[config.mk]
export PLATFORM = sky130hd
export DESIGN_NAME = simon_btn_cond
export DESIGN_NICKNAME = d
export VERILOG_FILES = /design/src/rtl/simon_pkg.sv /design/src/rtl/simon_debounce.sv /design/src/rtl/simon_btn_cond.sv
export SDC_FILE = /design/constraint.sdc
export NUM_CORES = 1
export LEC_CHECK = 0
export ABC_CLOCK_PERIOD_IN_PS = 2800
export CAP_MARGIN = 25
export CELL_PAD_IN_SITES_DETAIL_PLACEMENT = 1
export CELL_PAD_IN_SITES_GLOBAL_PLACEMENT = 2
export CORE_MARGIN = 2
export CORE_UTILIZATION = 37
export CTS_BUF_LIST = sky130_fd_sc_hd__clkbuf_8
export CTS_CLUSTER_SIZE = 30
export DETAILED_ROUTE_END_ITERATION = 8
export PLACE_DENSITY = 0.89
export SYNTH_ARGS = -nofsm -noshare
export SYNTH_HDL_FRONTEND = slang
export SYNTH_SLANG_ARGS = --single-unit
[constraint.sdc]
create_clock -name clk_tick -period 2.8 [get_ports clk_tick]
set_input_delay 0.56 -clock clk_tick [delete_from_list [all_inputs] [get_ports clk_tick]]
set_output_delay 0.56 -clock clk_tick [all_outputs]
set_load 0.01 [all_outputs]
[src/rtl/simon_pkg.sv]
// Shared definitions for the Simon game: press-FSM state encodings, the
// button count and the button index constants used by both the input
// conditioner and the game FSM.
package simon_pkg;

  localparam int NUM_BTN = 4;

  localparam logic [1:0] BTN_0 = 2'd0;
  localparam logic [1:0] BTN_1 = 2'd1;
  localparam logic [1:0] BTN_2 = 2'd2;
  localparam logic [1:0] BTN_3 = 2'd3;

  typedef enum logic [1:0] {
    S_ARM  = 2'd0,
    S_IDLE = 2'd1,
    S_HELD = 2'd2
  } press_state_e;

  // Number of set bits in a button vector.
  function automatic logic [2:0] count_set(input logic [NUM_BTN-1:0] v);
    logic [2:0] n;
    n = '0;
    for (int i = 0; i < NUM_BTN; i++) begin
      n = n + {2'b00, v[i]};
    end
    return n;
  endfunction

  // Index of the highest set bit; only meaningful when exactly one bit is set.
  function automatic logic [1:0] btn_index(input logic [NUM_BTN-1:0] v);
    logic [1:0] idx;
    idx = BTN_0;
    if (v[1]) idx = BTN_1;
    if (v[2]) idx = BTN_2;
    if (v[3]) idx = BTN_3;
    return idx;
  endfunction

endpackage

[src/rtl/simon_debounce.sv]
// Single-bit button conditioner: two-flop synchronizer followed by a
// consecutive-sample debounce counter.
//   clk_tick  in   block clock
//   reset_n   in   synchronous active-low reset
//   btn_raw   in   raw asynchronous button level
//   btn_db    out  debounced level
//   quiet     out  1 when the synchronizer and counter agree with btn_db
//                  (nothing in flight for this bit)
module simon_debounce #(
  parameter int DEBOUNCE_CYCLES = 8,
  parameter int CNT_W           = 4
) (
  input  logic clk_tick,
  input  logic reset_n,
  input  logic btn_raw,
  output logic btn_db,
  output logic quiet
);

  localparam logic [CNT_W-1:0] CNT_LAST = CNT_W'(DEBOUNCE_CYCLES - 1);

  logic             sync1_q, sync1_d;
  logic             sync2_q, sync2_d;
  logic             db_q, db_d;
  logic [CNT_W-1:0] cnt_q, cnt_d;

  always_comb begin
    sync1_d = btn_raw;
    sync2_d = sync1_q;
    db_d    = db_q;
    cnt_d   = cnt_q;
    if (sync2_q == db_q) begin
      cnt_d = '0;
    end else if (cnt_q == CNT_LAST) begin
      db_d  = sync2_q;
      cnt_d = '0;
    end else begin
      cnt_d = cnt_q + CNT_W'(1);
    end
  end

  always_ff @(posedge clk_tick) begin
    if (!reset_n) begin
      sync1_q <= 1'b0;
      sync2_q <= 1'b0;
      db_q    <= 1'b0;
      cnt_q   <= '0;
    end else begin
      sync1_q <= sync1_d;
      sync2_q <= sync2_d;
      db_q    <= db_d;
      cnt_q   <= cnt_d;
    end
  end

  assign btn_db = db_q;
  assign quiet  = (sync1_q == db_q) && (sync2_q == db_q) && (cnt_q == '0);

endmodule

[src/rtl/simon_btn_cond.sv]
// Simon input conditioner: debounces four raw buttons and turns each
// physical press into one btn_valid pulse carrying the button index, with
// lockout for held buttons and a multi_err pulse for chorded presses.
//   clk_tick   in   block clock (game tick)
//   reset_n    in   synchronous active-low reset
//   btn_raw    in   [3:0] raw button levels, 1 = pressed
//   btn_valid  out  one-cycle press event
//   btn_val    out  [1:0] index of pressed button, held until next event
//   multi_err  out  one-cycle pulse on two or more buttons accepted together
//   btn_db     out  [3:0] debounced levels (debug)
//   state      out  [1:0] press-FSM state (debug)
//
// state  | meaning
// S_ARM  | after reset: wait for all buttons released and settled
// S_IDLE | armed, waiting for a debounced press
// S_HELD | press reported, ignore everything until all buttons released
module simon_btn_cond
  import simon_pkg::*;
#(
  parameter int DEBOUNCE_CYCLES = 8,
  parameter int CNT_W           = 4
) (
  input  logic               clk_tick,
  input  logic               reset_n,
  input  logic [NUM_BTN-1:0] btn_raw,
  output logic               btn_valid,
  output logic [1:0]         btn_val,
  output logic               multi_err,
  output logic [NUM_BTN-1:0] btn_db,
  output logic [1:0]         state
);

  logic [NUM_BTN-1:0] quiet_vec;

  for (genvar g = 0; g < NUM_BTN; g++) begin : g_db
    simon_debounce #(
      .DEBOUNCE_CYCLES(DEBOUNCE_CYCLES),
      .CNT_W          (CNT_W)
    ) u_db (
      .clk_tick(clk_tick),
      .reset_n (reset_n),
      .btn_raw (btn_raw[g]),
      .btn_db  (btn_db[g]),
      .quiet   (quiet_vec[g])
    );
  end

  press_state_e state_q, state_d;
  logic         btn_valid_q, btn_valid_d;
  logic [1:0]   btn_val_q, btn_val_d;
  logic         multi_err_q, multi_err_d;
  logic         arm_ok_q, arm_ok_d;
  logic         settled;
  logic [2:0]   n_set;

  // Right after reset the synchronizers still hold their reset zeros, so
  // btn_db == 0 says nothing about a button that is physically held.
  // Arming therefore needs the inputs released and settled on two
  // consecutive edges; the first edge out of reset only primes arm_ok_q,
  // by which time a held button has already reached sync1.
  assign settled = (&quiet_vec) && (btn_db == '0);
  assign n_set   = count_set(btn_db);

  always_comb begin
    state_d     = state_q;
    btn_valid_d = 1'b0;
    multi_err_d = 1'b0;
    btn_val_d   = btn_val_q;
    arm_ok_d    = settled;
    unique case (state_q)
      S_ARM: begin
        if (settled && arm_ok_q) state_d = S_IDLE;
      end
      S_IDLE: begin
        if (n_set == 3'd1) begin
          btn_valid_d = 1'b1;
          btn_val_d   = btn_index(btn_db);
          state_d     = S_HELD;
        end else if (n_set > 3'd1) begin
          multi_err_d = 1'b1;
          state_d     = S_HELD;
        end
      end
      S_HELD: begin
        if (btn_db == '0) state_d = S_IDLE;
      end
      default: state_d = S_ARM;
    endcase
  end

  always_ff @(posedge clk_tick) begin
    if (!reset_n) begin
      state_q     <= S_ARM;
      btn_valid_q <= 1'b0;
      btn_val_q   <= BTN_0;
      multi_err_q <= 1'b0;
      arm_ok_q    <= 1'b0;
    end else begin
      state_q     <= state_d;
      btn_valid_q <= btn_valid_d;
      btn_val_q   <= btn_val_d;
      multi_err_q <= multi_err_d;
      arm_ok_q    <= arm_ok_d;
    end
  end

  assign btn_valid = btn_valid_q;
  assign btn_val   = btn_val_q;
  assign multi_err = multi_err_q;
  assign state     = state_q;

endmodule
-- Yosys cells after proc, flatten, opt, wreduce, memory -nomap -nowiden
Index checks and enable logic that the tools add are counted.
- input port bits: 6
- logic and storage cells: 92
- output and inout port bits: 10
- memory bits (read-only): 0
- RAM bits: 0
- memories: 0
- register bits: 35
- latch bits: 0
- bitwise logic cells: 6
- add/subtract/negate cells: 7
- $mul: 0
- $lt $le $gt $ge: 1
- divide/modulo/power cells: 0
- shift operators: 0
- equal/unequal tests: 18
- reductions and logical operators: 29
- muxes and demuxes: 10
- operators by type and width (kind ; count):
    $logic_not A4 Y1 ; 5
    $add A4 B1 Y4 const B ; 4
    $eq A4 B3 Y1 const B ; 4
    $reduce_or A3 Y1 ; 5
    $mux W2 ; 6
    $reduce_and A2 Y1 ; 6
    $logic_and A1 B1 Y1 ; 10
    $eq A1 B1 Y1 ; 8
    $not A1 Y1 ; 6
    $pmux W2 S3 ; 1
    $ne A2 B2 Y1 const B ; 2
    $reduce_and A4 Y1 ; 1
    $add A2 B1 Y3 ; 1
    $add A3 B1 Y3 ; 1
    $eq A3 B1 Y1 const B ; 1
    $gt A3 B1 Y1 const B ; 1
    $mux W1 ; 3
    $ne A3 B3 Y1 const B ; 1
    $reduce_and A3 Y1 ; 1
    $add A1 B1 Y2 ; 1
    $eq A2 B1 Y1 const B ; 1
    $eq A2 B2 Y1 const B ; 1
    $logic_not A2 Y1 ; 1

-- Logic depth before layout (Yosys ltp)
Gate-level depths: netlist of the first run.
- depth after elaboration: 8
- gate-level depth with buffers: 10
- gate-level depth less buffers: 10

-- Hierarchy
Synthesis of the first run repeated with hierarchy kept, for this count alone.
- cells, all modules: 167
- area total of the unflattened synthesis: 1562.7 um^2
- modules (own cells, without submodules) (module ; cells each ; sequential area each (um^2) ; times used ; area each (um^2)):
    simon_debounce ; 31 ; 140.1 ; 4 ; 290.3
    simon_btn_cond ; 43 ; 140.1 ; 1 ; 401.6

-- Worst setup path after synthesis of the first run
No wires, ideal clock.
- path kind: reg2reg
- start point: register g_db[0].u_db.db_q
- end point: register btn_val_q[1] (netlist: btn_val[1])
- path buffers: 0
- setup time: 0.122 ns
- required time: 2.678 ns
- clock period less this slack: 2.417 ns
- stages on the path, launching flop included: 10
- setup slack: 0.383 ns
- arrival time: 2.295 ns
- path through: dfxtp_1 -> inv_1 -> fa_1 -> inv_1 -> ha_1 -> inv_1 -> ha_1 -> nor3b_1 -> nand3b_1 -> o311a_1
- word-level cells in the longest chain between the ends: 5
- ends and longest elaborated chain (item ; line ; source):
    start, declared ; simon_debounce.sv:24 ; logic db_q, db_d;
    start signal, assigned ; simon_debounce.sv:46 ; db_q <= 1'b0;
    start signal, assigned ; simon_debounce.sv:51 ; db_q <= db_d;
    $add A1 B1 Y2 ; simon_pkg.sv:24 ; n = n + {2'b00, v[i]};
    $add A2 B1 Y3 ; simon_pkg.sv:24 ;
    $add A3 B1 Y3 ; simon_pkg.sv:24 ;
    $eq A3 B1 Y1 ; simon_btn_cond.sv:75 ; if (n_set == 3'd1) begin
    $reduce_and A2 Y1 (no line) ; n/a ;
    end signal, assigned ; simon_btn_cond.sv:101 ; btn_val_q <= btn_val_d;
    end, declared ; simon_btn_cond.sv:50 ; logic [1:0] btn_val_q, btn_val_d;
No other way between the ends.
A chain may end at the register's enable or synchronous reset.

-- Final worst setup path of the first run
Same ends and word-level chain as after synthesis.

==> results of run 1 <==
cell families after synthesis:
group                    after synthesis  share of synthesized area
AND/OR/NAND/NOR                       66                     0.2382
flip-flops                            35                     0.4476
buffers and inverters                 26                    0.07194
adder cells (fa/ha/maj)               13                     0.1087
XOR/XNOR                              12                    0.06715
AO/OA/AOI/OAI                          8                    0.04077
multiplexers                           4                    0.02558
layout by cell type, fill, tap and decap left out, drive strengths merged:
| cell type | instances |
|---|---|
| nor3b | 1 |
| o211a | 1 |
| nand2 | 2 |
| o32ai | 1 |
| clkinv | 1 |
| nor4b | 1 |
| and3 | 6 |
| o211ai | 1 |
| o21ai | 3 |
| fa | 1 |
| buf | 2 |
| xor2 | 12 |
| or3 | 1 |
| nor4 | 3 |
| or3b | 1 |
| or4 | 1 |
| clkdlybuf4s50 | 15 |
| o311a | 1 |
| nor2 | 18 |
| mux2i | 4 |
| nand3 | 10 |
| dfxtp | 35 |
| o31ai | 1 |
| inv | 20 |
| nor3 | 1 |
| nand3b | 5 |
| nand4b | 1 |
| ha | 12 |
| clkbuf | 6 |
| nand2b | 5 |
| and2 | 9 |
| or4b | 1 |
final cells by class:
type                    count  area [sq um]
well taps                  50         62.56
flip-flops and latches     35         700.7
repair buffers             17         165.2
inverters                  20         75.07
multi-input cells         103         752.0
clock buffers               6         82.58
fillers                   460          2186
clock inverters             1         5.005
critical path, cell delays in order (launching register included):
cell,delay [ns]
dfxtp_1,0.43
inv_1,0.12
fa_1,0.55
inv_1,0.04
ha_1,0.18
inv_1,0.06
ha_1,0.22
nor3b_1,0.30
nand3b_1,0.21
o311a_1,0.32
per-layer routing:
layer,global-route usage,share of wire,vias to the layer above
li1,-,-,571
met1,0.1566,0.45,524
met2,0.2489,0.49,17
met3,0.04825,0.040,6
met4,0.06536,0.019,0
met5,0,0,-
path summary, 6_finish.rpt:
kind	to	cells past startpoint
max reg2reg	btn_val[1]	9
min	g_db[0].u_db.cnt_q[0]	1
max	btn_val[1]	9
min reg2reg	g_db[0].u_db.cnt_q[0]	1
sequential cells by signal (all words and copies together), names as in the netlist:
register / count
state: 2
g_db.u_db.cnt_q: 16
g_db.u_db.sync1_q: 4
btn_valid: 1
arm_ok_q: 1
btn_val: 2
g_db.u_db.sync2_q: 4
multi_err: 1
g_db.u_db.btn_db: 4
through the flow:
stage                     cells  utilization  hold slack (ns)
after global placement      225       0.4357           0.4412
after detailed placement    225       0.4357           0.4572
after CTS                   232       0.4575           0.4726
after floorplan             164            -           0.4297
after global routing        232       0.4575           0.4858
final                       232       0.4575           0.4620
power by group through the flow:
stage	logic (mW)	clock network (mW)	registers [mW]
floorplan	0.0233	0	0.522
global placement	0.0378	0	0.523
detailed placement	0.0393	0	0.524
CTS	0.0396	0.373	0.513
global route	0.0439	0.403	0.513
finish	0.0387	0.359	0.512
==> metrics.txt, run 1 <==
status completed; commonest cells in the netlist dfxtp_1, inv_1, nor2_1, ha_1, xor2_1; Slew Limit Headroom 0.7095; Comb pwr share 0.043; Cells after Synth 164; post-synth top area share 0.4476; Die Y 69.04 um; f_max 0.3962 GHz; Setup WS pre-CTS 0.2590 ns; crit path from g_db[0].u_db.btn_db; CTS tree built; Setup-failing EPs final 0; grt ovf 0; RSZ-0062 raised after global routing false; Slew @ Worst Pin 0.4343 ns; WL/cell 13.49 um; sequential area share after synthesis 0.4476; maximum VDD drop 0.2246 mV; Post-synth top flop dfxtp_1; sequential power share 0.563; Leak 0.8516 nW; Synth Cell Area 1565 sq um; EDFF count, synth 0; CTS Buf Count 5; Finished Cell Area 1843 sq um; syn_area_per_cell 9.544 sq um; Cell variety after synth 30; clk_lat worst skew 0.28 ns; DRC 0; # diodes 0; power density over cell area 494.0 nW/um^2; Rows 23; Final Net Count 201; routed via count 1118; Worst setup SP type flop; power after layout 0.9104 mW; Fin. Hold Viols 0; post-layout min period 2.524 ns; r2r startpoint g_db[0].u_db.btn_db; PostCTS Resize Cnt 0; DR pass1 iterations 2; MaxCap Viol Count 0; Setup CP Type reg -> reg; Area Overhead vs Synth 17.75%; Clock Skew 0.006924 ns; Total GRT Usage 0.1433; RePlAce Congestion 0.7729; post-cts hold buffer count 0; leading post-synthesis cells by cell area dfxtp_1, ha_1, xor2_1; drt total wl 3130 um; share of cells above drive strength 1 0.06044; global-route wire length before repair 5319 um; Mapped Nets 183; DP Area 1755 sq um; critical path peak fanout 6; Slew Limit Fails 0; sw frac 0.2109; Worst EP arrival 2.70 ns; postcts setup bufs 0; hold_sp g_db[0].u_db.cnt_q[0]; initial drt markers 24; Int Pwr 0.7184 mW; Root Driver clkbuf_8; number of synthesis warnings 0; core area 4029 sq um; vias in the first global route 1140; Clock transition at path regs 0.07 ns; count leader, synth dfxtp_1; vias per cell 4.819; setup TNS 0 ns; Starting Density 0.3885; clock sinks 35; final setup margin 0.2760 ns; initial antenna violation count 0; Tcrit/Tclk final 0.9014; worst hold path class reg -> reg; IO Port Bufs 15; CP endpoint kind flop; data required time of the worst path 2.98 ns; largest net degree at the start of global routing 13; Synth async-reset ratio 0; die width 69.04 um; Sw Pwr 0.1920 mW; die area 4767 sq um; Clk pwr share 0.395; post-synth top area cell dfxtp_1; Seq cells post-synth 35; Final ANT Viol Nets 0; num ports 16; Max H-tree Level 2; R2R setup slack 0.28 ns; CTS max path bufs 2; Post-DP HPWL 2424 um
Note: power is estimated with default switching activity, not from simulation.
==> run 2, diff against run 1 <==
--- a/config.mk
+++ b/config.mk
@@ -5,16 +5,16 @@
 export SDC_FILE = /design/constraint.sdc
 export NUM_CORES = 1
 export LEC_CHECK = 0
-export ABC_CLOCK_PERIOD_IN_PS = 2800
+export ABC_CLOCK_PERIOD_IN_PS = 2100
 export CAP_MARGIN = 25
 export CELL_PAD_IN_SITES_DETAIL_PLACEMENT = 1
 export CELL_PAD_IN_SITES_GLOBAL_PLACEMENT = 2
 export CORE_MARGIN = 2
-export CORE_UTILIZATION = 37
+export CORE_UTILIZATION = 33
 export CTS_BUF_LIST = sky130_fd_sc_hd__clkbuf_8
 export CTS_CLUSTER_SIZE = 30
 export DETAILED_ROUTE_END_ITERATION = 8
-export PLACE_DENSITY = 0.89
+export PLACE_DENSITY = 0.84
 export SYNTH_ARGS = -nofsm -noshare
 export SYNTH_HDL_FRONTEND = slang
 export SYNTH_SLANG_ARGS = --single-unit
==> constraint.sdc (replaced) <==
create_clock -name clk_tick -period 2.1 [get_ports clk_tick]
set_input_delay 0.42 -clock clk_tick [delete_from_list [all_inputs] [get_ports clk_tick]]
set_output_delay 0.42 -clock clk_tick [all_outputs]
set_load 0.01 [all_outputs]
==> metrics.txt, run 2 (synthesis results as in run 1) <==
global-route wire length before repair 5989 um (+13%); DP Area 1809 sq um (+3.1%); Clock Skew 0.006230 ns (-0.0006940 ns); critical path peak fanout 4 (-2); Final Net Count 208 (+3.5%); data required time of the worst path 2.28 ns (-0.70 ns); Setup CP Type reg -> reg; share of cells above drive strength 1 0.1632 (+0.1027); max reg flops 16 (unchanged); # diodes 0 (unchanged); WL/cell 14.39 um (+6.7%); DR pass1 iterations 4 (+2); Finished Cell Area 2014 sq um (+9.3%); Starting Density 0.3358 (-0.05267); Slew Limit Headroom 0.7690 (+0.05946); CTS max path bufs 2 (unchanged); RePlAce Congestion 0.7465 (-3.4%); CP endpoint kind flop; Clock transition at path regs 0.07 ns (about the same); most frequent cells in the layout dfxtp_1, nor2_1, inv_1; Int Pwr 1.172 mW (+63%); die area 5310 sq um (+11%); f_max 0.4586 GHz (+16%); Area Overhead vs Synth 28.70%; Slew Limit Fails 0 (unchanged); clock sinks 35 (unchanged); Rows 25 (+8.7%); failing checks negative setup slack; Worst EP arrival 2.36 ns (-0.34 ns); initial antenna violation count 0 (unchanged); status complete, but fails checks; grt ovf 0 (unchanged); final setup margin -0.08058 ns (-0.3566 ns); Post-DP HPWL 2579 um (+6.4%); core area 4661 sq um (+16%); commonest non-fill, non-tap cell in the layout dfxtp_1; Fin. Hold Viols 0 (unchanged); Setup-failing EPs final 5 (+5); Max H-tree Level 2 (unchanged); die width 72.87 um (+5.5%); Slew @ Worst Pin 0.3460 ns (-0.08830 ns); Total GRT Usage 0.1506 (+0.007312); maximum VDD drop 0.4083 mV (+82%); sw frac 0.1946 (-0.01635); DRC 0 (unchanged); Sw Pwr 0.2831 mW (+47%); drt total wl 3512 um (+12%); Root Driver clkbuf_8; power after layout 1.455 mW (+60%); dpl cells 234 (+4.0%); # fillers 531 (+15%); IO Port Bufs 15 (unchanged); largest net degree at the start of global routing 12 (-1); Worst setup SP type flop; Clk pwr share 0.494 (+0.099); Largest Register g_db.u_db.cnt_q; RSZ-0062 raised after global routing true; MaxCap Viol Count 0 (unchanged); num ports 16 (unchanged); Final ANT Viol Nets 0 (unchanged); Comb pwr share 0.037 (-0.006); CTS Buf Count 5 (unchanged); post-layout min period 2.181 ns (-0.3434 ns); power density over cell area 722.2 nW/um^2 (+46%); Tcrit/Tclk final 1.038 (+0.1369); Leak 0.9194 nW (+8.0%); vias in the first global route 1320 (+16%); CTS tree built; Die Y 72.87 um (+5.5%); fin cells 244 (+5.2%); initial drt markers 27 (+13%); routed via count 1174 (+5.0%); vias per cell 4.811 (-0.16%); worst hold path class reg -> reg; clk_lat worst skew 0.29 ns (about the same); sequential power share 0.469 (-0.094)
run 2: changes by cell type in the layout (fill, tap and decap cells not counted), moves of 3 or more:
| cell | previous run | this run |
|---|---|---|
| inv_2 | 0 | 4 |
| inv_1 | 20 | 16 |
| dfxtp_1 | 35 | 32 |
| dfxtp_2 | 0 | 3 |
| buf_4 | 2 | 7 |
run 2: final timing paths:
check	from	endpoint	slack (ns)	cells past startpoint
min reg2reg	g_db[2].u_db.cnt_q[0]	g_db[2].u_db.cnt_q[0]	0.47	1
max	g_db[3].u_db.btn_db	btn_val[0]	-0.08	10
max reg2reg	g_db[3].u_db.btn_db	btn_val[0]	-0.08	10
min	g_db[2].u_db.cnt_q[0]	g_db[2].u_db.cnt_q[0]	0.47	1
run 2: worst max-delay path: stages, from the launching register on:
cell and delay (ns):
dfxtp_2 0.34, inv_2 0.04, fa_1 0.54, inv_2 0.05, ha_4 0.17, inv_4 0.06
ha_4 0.20, nor3b_4 0.17, nand3b_1 0.15, buf_6 0.16, o211a_1 0.20
run 2: through the flow:
| step | setup slack (ns) | setup TNS [ns] | util | hold slack (ns) |
|---|---|---|---|---|
| 2_1_floorplan | -0.1026 | -0.1239 | - | 0.4297 |
| 3_3_place_gp | -0.03082 | -0.05466 | 0.3882 | 0.4395 |
| 3_5_place_dp | -0.2108 | -0.6243 | 0.3882 | 0.4546 |
| 4_1_cts | -0.1181 | -0.4136 | 0.4234 | 0.4722 |
| 5_1_grt | -0.1807 | -0.7058 | 0.4322 | 0.4990 |
| 6_report | -0.08058 | -0.1561 | 0.4322 | 0.4710 |
run 2: layout make-up:
cell class	instances	area, sq um	share of cell area
Tap cell	54	67.56	0.03354
Clock inverter	3	63.81	0.03168
Inverter	20	77.57	0.03851
Multi-Input combinational cell	103	807.0	0.4006
Sequential cell	35	704.4	0.3497
Timing Repair Buffer	24	225.2	0.1118
Clock buffer	5	68.82	0.03416
run 2: power groups by stage:
stage / combinational (mW) / clock (mW) / sequential (mW)
2_1_floorplan: 0.0311 / 0 / 0.696
3_3_place_gp: 0.0515 / 0 / 0.697
3_5_place_dp: 0.0541 / 0 / 0.698
4_1_cts: 0.0549 / 0.737 / 0.682
5_1_grt: 0.0606 / 0.770 / 0.684
6_report: 0.0533 / 0.719 / 0.683
run 2: metal layers:
metal  vias up  wire (um)  global-route usage
li1        583          -                   -
met1       565       1452              0.1524
met2        20       1892              0.2727
met3         6        106             0.04696
met4         0         61             0.08230
met5         -          0                   0
run 2: repair_timing:
item / 4_1_cts / 5_1_grt
pin swaps: 5 / 4
endpoints found under the hold margin: 0 / 0
cloned: 0 / 0
setup buffers: 2 / 0
endpoints found under the setup margin: 4 / 5
hold buffers: 0 / 0
gates resized for setup: 6 / 8
